File: config.mk
export PLATFORM = sky130hd
export DESIGN_NAME = monster_engine
export DESIGN_NICKNAME = d
export VERILOG_FILES = /design/src/rtl/monster_engine.sv
export SDC_FILE = /design/constraint.sdc
export NUM_CORES = 1
export LEC_CHECK = 0
export ABC_CLOCK_PERIOD_IN_PS = 11050
export CORE_MARGIN = 2
export CORE_UTILIZATION = 35
export CTS_CLUSTER_DIAMETER = 200
export DETAILED_ROUTE_END_ITERATION = 6
export PLACE_DENSITY = 0.63
export RECOVER_POWER = 100
export REMOVE_ABC_BUFFERS = 1
export SKIP_LAST_GASP = 1
export SLEW_MARGIN = 40
export SYNTH_ARGS = -nofsm -noshare
export SYNTH_HDL_FRONTEND = slang
export SYNTH_SLANG_ARGS = --single-unit
File: constraint.sdc
create_clock -name clk_game -period 11.05 [get_ports clk_game]
set_input_delay 2.21 -clock clk_game [delete_from_list [all_inputs] [get_ports clk_game]]
set_output_delay 2.21 -clock clk_game [all_outputs]
set_load 0.02 [all_outputs]
File: src/rtl/monster_engine.sv
// monster_engine: monster lifecycle (spawn, advance, kill, hero hit), game state, lives and score.
module monster_engine #(
   parameter int unsigned MONSTERS     = 12,
   parameter int unsigned LANE_W       = 2,
   parameter int unsigned STEPS        = 3,
   parameter int unsigned LIVES        = 3,
   parameter int unsigned SPAWN_THRESH = 96,
   parameter int unsigned SCORE_W      = 16,
   localparam int unsigned STEP_W      = $clog2(STEPS),
   localparam int unsigned M           = 1 + LANE_W + STEP_W
) (
   input  logic                  clk_game,
   input  logic                  rst,
   input  logic                  move_tick,
   input  logic                  start,
   input  logic                  pressing,
   input  logic [LANE_W-1:0]     state_hero,
   output logic [MONSTERS*M-1:0] state_monsters,
   output logic                  alive,
   output logic                  game_over,
   output logic [3:0]            lives_left,
   output logic [SCORE_W-1:0]    score,
   output logic                  kill_pulse,
   output logic                  hit_pulse
);
   localparam int unsigned CNT_W     = 6;
   localparam int unsigned SUM_W     = SCORE_W + CNT_W;
   localparam logic [15:0] LFSR_SEED = 16'hACE1;

   typedef enum logic [1:0] {IDLE, PLAY, OVER} state_t;

   typedef struct packed {
      logic [STEP_W-1:0] step;
      logic [LANE_W-1:0] lane;
      logic              valid;
   } slot_t;

   state_t                state;
   logic                  start_q;
   logic                  start_edge;
   logic [15:0]           lfsr;
   logic                  atk_pend;
   logic [LANE_W-1:0]     atk_lane;

   logic [MONSTERS*M-1:0] tick_slots;
   logic [CNT_W-1:0]      kills;
   logic [CNT_W-1:0]      hits;
   logic [LANE_W-1:0]     spawn_lane;
   logic                  spawn;
   logic                  any_free;
   logic                  lane0_busy;
   int                    free_idx;
   slot_t                 s;
   logic [SUM_W-1:0]      score_sum;
   logic [SCORE_W-1:0]    next_score;
   logic [3:0]            next_lives;

   assign start_edge = start & ~start_q;

   // Tick datapath: judge front monsters, advance the rest, place at most one spawn.
   always_comb begin
      tick_slots = state_monsters;
      kills      = '0;
      hits       = '0;
      any_free   = 1'b0;
      lane0_busy = 1'b0;
      free_idx   = 0;
      s          = '0;
      spawn_lane = lfsr[8 +: LANE_W];
      for (int i = 0; i < int'(MONSTERS); i++) begin
         s = state_monsters[i*M +: M];
         if (!s.valid && !any_free) begin
            any_free = 1'b1;
            free_idx = i;
         end
         if (s.valid && s.step == '0 && s.lane == spawn_lane) lane0_busy = 1'b1;
         if (s.valid) begin
            if (s.step == STEP_W'(STEPS - 1)) begin
               tick_slots[i*M +: M] = '0;
               if (atk_pend && atk_lane == s.lane) kills = kills + CNT_W'(1);
               else                                hits  = hits + CNT_W'(1);
            end else begin
               tick_slots[i*M + 1 + LANE_W +: STEP_W] = s.step + STEP_W'(1);
            end
         end
      end
      spawn = (32'(lfsr[7:0]) < SPAWN_THRESH) && any_free && !lane0_busy;
      // Only slots free before the tick are eligible, so this never collides with a judged slot.
      for (int i = 0; i < int'(MONSTERS); i++) begin
         if (spawn && i == free_idx) tick_slots[i*M +: M] = {STEP_W'(0), spawn_lane, 1'b1};
      end
      score_sum  = SUM_W'(score) + SUM_W'(kills);
      next_score = (score_sum > SUM_W'({SCORE_W{1'b1}})) ? '1 : score_sum[SCORE_W-1:0];
      next_lives = (hits >= CNT_W'(lives_left)) ? 4'd0 : lives_left - 4'(hits);
   end

   // Game FSM, attack latch, LFSR and all registered outputs.
   always_ff @(posedge clk_game) begin
      if (rst) begin
         state          <= IDLE;
         alive          <= 1'b0;
         game_over      <= 1'b0;
         state_monsters <= '0;
         score          <= '0;
         lives_left     <= '0;
         kill_pulse     <= 1'b0;
         hit_pulse      <= 1'b0;
         atk_pend       <= 1'b0;
         atk_lane       <= '0;
         start_q        <= 1'b0;
         lfsr           <= LFSR_SEED;
      end else begin
         start_q    <= start;
         lfsr       <= {lfsr[0] ^ lfsr[2] ^ lfsr[3] ^ lfsr[5], lfsr[15:1]};
         kill_pulse <= 1'b0;
         hit_pulse  <= 1'b0;
         if (pressing) begin
            atk_pend <= 1'b1;
            atk_lane <= state_hero;
         end else if (move_tick) begin
            atk_pend <= 1'b0;
         end
         case (state)
            PLAY: begin
               if (move_tick) begin
                  state_monsters <= tick_slots;
                  score          <= next_score;
                  lives_left     <= next_lives;
                  kill_pulse     <= (kills != '0);
                  hit_pulse      <= (hits != '0);
                  if (next_lives == 4'd0) begin
                     state     <= OVER;
                     alive     <= 1'b0;
                     game_over <= 1'b1;
                  end
               end
            end
            default: begin
               if (start_edge) begin
                  state          <= PLAY;
                  alive          <= 1'b1;
                  game_over      <= 1'b0;
                  state_monsters <= '0;
                  score          <= '0;
                  lives_left     <= 4'(LIVES);
               end
            end
         endcase
      end
   end

endmodule

==> impl_metrics.py <==
metrics = {
    "outcome": {
        "status": "finished with violations",
        "failed_checks": "max-capacitance violations, max-slew violations",
    },
    "place": {
        "dp_slack_ns": 0.688,
        "place_congestion": 0.925,
        "place_area_sq_mm": 0.0103,
        "place_hpwl_mm": 20.4,
        "io_buffers": 90,
    },
    "worst_setup_path": {
        "critPathMaxFanout": 15,
        "cpPeakStageDelay_ns": 0.35,
        "startpoint_type": "flop",
        "endpoint_kind": "flop",
        "critPathRequiredTime_ns": 11.31,
        "cpMaxStageDelayCell": "nor4_4",
        "cpMostUsedCell": "ha_1",
        "crit_type": "flop to flop",
        "worstPathArrival_ns": 10.48,
    },
    "synth": {
        "synth_area_sq_mm": 0.00909,
        "ys_types": 92,
        "synth.top_cell.area_share_pct": 22.9,
        "synth_cells": 1130,
        "synth.ff_latch_count": 104,
        "synth.largest_area_cell": "dfxtp_1",
        "synth_most_common_cell": "nor2_1",
        "avgSynthCellArea_sq_um": 8.05,
        "synthTopCellsByArea": "dfxtp_1, nor2_1, xnor2_1",
        "synth_edf_count": 0,
        "async_reset_ff_share_pct": 0,
        "synth_seq_area_share_pct": 22.9,
        "synth_common_cells": "nor2_1, dfxtp_1, nand2_1, xnor2_1, a21oi_1",
        "yosys_warnings": 0,
        "synth_flop_cell": "dfxtp_1",
    },
    "sta": {
        "hold_viol_final": 0,
        "fmax_ghz": 0.0979,
        "fin_tns_setup_ns": 0,
        "setup_violations": 0,
        "worstMarginPinSlew_ns": 1.97,
        "fin_crit_ns": 10.22,
        "fin_ws_ns": 0.831,
        "finalClockSkew_ns": 0.00989,
        "rsz0062_at_grt": "no",
        "relSlewSlack_pct": -31.2,
        "drv_slew": 43,
        "fin_crit_sh_pct": 92.5,
    },
    "global_routing": {
        "grt_max_degree": 60,
        "grt-ovfl-total": 0,
        "antenna_found_initial": 0,
        "first_global_vias": 8219,
        "grt_pass1_wl_mm": 43.9,
        "grtUsageMet2_pct": 33.8,
        "grt_usage_pct": 20.2,
        "top_usage_layer": "met2",
        "met1_usage_pct": 26.6,
        "use_met3_pct": 2.82,
    },
    "die": {
        "die-area_sq_mm": 0.0273,
        "placementRows": 59,
        "pin_count": 91,
        "chipWidth_um": 165,
        "core_area_sq_mm": 0.0258,
        "die_h_um": 165,
        "start_util_pct": 35.3,
    },
    "drt": {
        "ant_nets": 0,
        "drc": 0,
        "num_vias": 8620,
        "drtPass1Iterations": 5,
        "via_per_inst": 5.64,
        "post_drt_wl_per_cell_um": 17.6,
        "wl_mm": 26.9,
        "drt_iter0_markers": 634,
    },
    "power_and_ir_drop": {
        "pwr-share-seq_pct": 46.9,
        "p_switching_mw": 0.252,
        "peakVddDrop_mv": 0.0710,
        "power.density_cell_area_mw_per_mm2": 78.5,
        "swShare_pct": 30.4,
        "comb_power_share_pct": 14.2,
        "internal_power_mw": 0.578,
        "p_clk_share_pct": 38.9,
        "p_leak_nw": 4.17,
        "finalPower_mw": 0.831,
    },
    "finish": {
        "final_nets": 1234,
        "design_area_sq_mm": 0.0106,
        "drive_gt1_share_pct": 10.7,
        "fill_cells": 2578,
        "area_growth_pct": 16.4,
        "n_antenna_cell": 0,
    },
    "clocking": {
        "hold_buffers": 0,
        "clockBufferDepth": 2,
        "cts_sinks": 104,
        "cts_tree": "built",
        "insertion_delay_ns": 0.36,
        "cts_buffers": 9,
        "root_buffer": "clkbuf_16",
        "clk_transition_reported_paths_ns": 0.08,
        "h-tree-depth": 3,
    },
    "flow_run": {
        "cap_viol_max_count": 1,
    },
    "hold_path": {
        "hold_path.class": "flop to flop",
    },
}
registers in the layout, indices dropped and copies added (netlist names):
register        flops
atk_lane            2
atk_pend            1
game_over           1
hit_pulse           1
kill_pulse          1
lfsr               16
lives_left          4
score              16
start_q             1
state               1
state_monsters     60
power groups by stage:
stage | logic (mW) | registers, mW | clock network (mW)
after global routing | 0.129 | 0.391 | 0.343
after CTS | 0.119 | 0.390 | 0.330
after global placement | 0.116 | 0.399 | 0
after floorplan | 0.0641 | 0.404 | 0
final | 0.118 | 0.390 | 0.323
after detailed placement | 0.118 | 0.399 | 0
cell families after synthesis:
group / Yosys count / share of synthesized area (%)
AOI/OAI and AO/OA: 261 / 20.0
adders and majority gates: 41 / 5.72
and+or+nand+nor: 461 / 26.9
DFF: 104 / 22.9
xor gates and xnor gates: 124 / 15.8
muxes: 32 / 3.80
buffers and inverters: 107 / 4.91
path summary, 6_finish.rpt:
path,slack [ns],end,cells past startpoint,startpoint
setup / recovery,0.83,score[15],45,atk_lane[0]
hold / removal,0.41,lfsr[13],1,lfsr[14]
setup reg to reg,0.83,score[15],45,atk_lane[0]
hold reg to reg,0.41,lfsr[13],1,lfsr[14]
through the flow:
stage	hold WS (ns)	util (%)	cells
4_1_cts	0.414	41.0	1528
5_1_grt	0.424	41.1	1529
6_report	0.411	41.1	1529
2_1_floorplan	0.389	-	1077
3_3_place_gp	0.395	39.8	1511
3_5_place_dp	0.395	39.8	1512
final cells by class:
class	instances	area, sq um	share of cell area (%)
clock buffers	9	225	2.13
clock inverters	7	66.3	0.627
inverters	54	203	1.92
multi-input cells	919	6610	62.5
flip-flops and latches	104	2080	19.7
well taps	335	419	3.96
repair buffers	101	977	9.23
routing by layer:
layer	wire, um	part of all wire, %
met1	11900	44
met2	12700	47
met3	1570	5.9
met4	699	2.6
met5	0	0
repair_timing:
item,in CTS,in global routing
buffers inserted,0,1
setup endpoints to repair,0,17
gates resized for setup,0,4
worst max-delay path: cells and delay by family, from the launching register on:
kind / cells / cell delay (ns)
adders and majority gates: 12 / 3.54
and+or+nand+nor: 14 / 2.16
AOI/OAI and AO/OA: 11 / 2.01
muxes: 5 / 1.54
buffers and inverters: 2 / 0.36
DFF: 1 / 0.31
xor gates and xnor gates: 1 / 0.16
layout by cell type, fill, tap and decap left out, types with 7 or more instances in the layout:
cell type and count:
nor2_1 142, nand4b_1 9, a31oi_1 13, xor2_2 10
nand2b_1 18, and3_1 15, nand3b_1 11, buf_4 9
nor4_1 7, nor3_1 16, nand4_1 17, a311oi_1 8
clkbuf_16 9, or3_1 7, nor2b_1 26, a21oi_1 59
and2_1 9, ha_1 36, inv_1 52, mux2_2 9
dfxtp_1 104, o21ai_0 54, and3b_1 7, xnor2_2 14
o31ai_1 8, or2_2 12, a22oi_1 31, dlygate4sd3_1 85
xnor2_1 59, nand3_1 36, nand2_1 87, xor2_1 30
mux2i_1 20, a32oi_1 8
No activity file was read; power rests on OpenSTA's default activity.
==> variant (same settings) <==
Set the parameter `STEPS` to 6 (it was 3).
--- a/src/rtl/monster_engine.sv
+++ b/src/rtl/monster_engine.sv
@@ -2,7 +2,7 @@
 module monster_engine #(
    parameter int unsigned MONSTERS     = 12,
    parameter int unsigned LANE_W       = 2,
-   parameter int unsigned STEPS        = 3,
+   parameter int unsigned STEPS        = 6,
    parameter int unsigned LIVES        = 3,
    parameter int unsigned SPAWN_THRESH = 96,
    parameter int unsigned SCORE_W      = 16,
Ports: changed (resized state_monsters); port bits go from 91 to 103. The function was not compared with the original's and may differ.
==> variant against the original RTL <==
  * The run still ends with capacitance limit, slew limit left
  * Die area rose by 7.9%
  * Final area rose by 11%
  * Final cell count rose by 14%
  * Wire length rose by 16%
  * Area after synthesis rose by 8.1%
  * Total power rose by 35%
  * Non-clock buffer count rose by 14
  * Hold slack got worse by 3.1 ps
  * Critical endpoint is now score[0]
  * Sequential power rose by 12%
  * Sequential cell count rose by 12
  * Setup slack improved by 190 ps
  * Critical path type unchanged
==> variant: results (changes against the original RTL) <==
multi-input gates -> 1056 (+15%)
adder and majority gate portion of the synthesized area -> 0.0509 (-0.00633)
Hold Crit Start -> lfsr[1]
first-pass GRT wire length -> 49600 um (+13%)
pre-CTS setup slack -> 921 ps (+232 ps)
clk_skew -> 11.5 ps (+1.60 ps)
Via density -> 5.79 (+2.7%)
Crit Path Max Fanout -> 14 (-1)
register area share after synthesis -> 0.236 (+0.00725)
crit path to -> score[0]
mux cell area share after synthesis -> 0.0272 (-0.0107)
IO buf count -> 102 (+13%)
WL met3 -> 1730 um (+9.9%)
Slew Limit Fails -> 132 (+210%)
Tmin final -> 10030 ps (-186 ps)
HPWL Detailed -> 22900 um (+12%)
Distinct cells, synth -> 93 (+1.1%)
layout cells sized above 1 -> 0.0744 (-0.0328)
xor/xnor share of the synthesized area -> 0.0994 (-0.0587)
Max-cap violations -> 3 (+2)
RePlAce Congestion -> 0.902 (-2.4%)
relative slew slack -> -0.556 (-0.245)
Largest regs -> state_monsters (72), lfsr (16), score (16)
synth top area cells -> dfxtp_1 (24%), nor2_1 (5.8%), xnor2_1 (4.8%)
Crit path largest cell delay -> 660 ps (+310 ps)
register area -> 2320 um2 (+12%)
CTS HTree Levels -> 4 (+1)
Synth top cells by count -> nor2_1 (152), dfxtp_1 (116), nand2_1 (110)
R2R cell count -> 51 (+13%)
CTS Buf Count -> 17 (+8)
Buffers excl. clock -> 115 (+14%)
Max IR drop VDD -> 0.0969 mV (+37%)
fillcell total -> 2780 (+7.8%)
Worst-path clk slew -> 60 ps (-20 ps)
failing checks -> capacitance limit, slew limit
All-Layer GR Usage -> 0.211 (+0.00937)
vias in the first global route -> 9257 (+13%)
Crit-path slowest cell -> dfxtp_1
clk sink count -> 116 (+12%)
first-pass iteration count of the detailed router -> 7 (+2)
largest net degree at the start of global routing -> 50 (-17%)
status -> complete, but fails checks
Avg Cell Area, Syn -> 7.66 um2 (-4.9%)
Hold Path End -> lfsr[0]
final WL -> 31200 um (+16%)
Skew-Pair Late Insertion Delay -> 430 ps (+70 ps)
DP Cell Count -> 1716 (+13%)
ClkCell Share -> 0.0507 (+0.0232)
multi-input gate share of total cell area -> 0.601 (-0.0236)
Post-CTS Setup Inserts -> 0 (unchanged)
met2 WL -> 14800 um (+16%)
## variant: routing by layer
layer | global-route usage | up-vias
li1 | - | 4923
met1 | 0.275 | 4792
met2 | 0.353 | 339
met3 | 0.0318 | 70
met4 | 0.0770 | 0
met5 | 0 | -
## variant: critical path: cells and delay by family, from the launching register on
family / cells / cell delay (ps)
flops: 1 / 660
xor+xnor: 2 / 420
mux: 2 / 610
compound gates: 13 / 2180
fa+ha+maj: 11 / 3400
buf+inv: 7 / 730
simple gates: 16 / 1940
## variant: metrics by stage
step / utilization / hold slack (ps) / cell area, um2
final: 0.425 / 408 / 11800
after detailed placement: 0.403 / 397 / 11200
after global placement: 0.403 / 392 / 11200
after global routing: 0.425 / 420 / 11800
after floorplan: - / 389 / 9570
after CTS: 0.425 / 411 / 11800
## variant: where the power goes
group	switching [mW]	internal, mW
registers	0.00974	0.425
clock network	0.227	0.338
logic	0.0836	0.0361
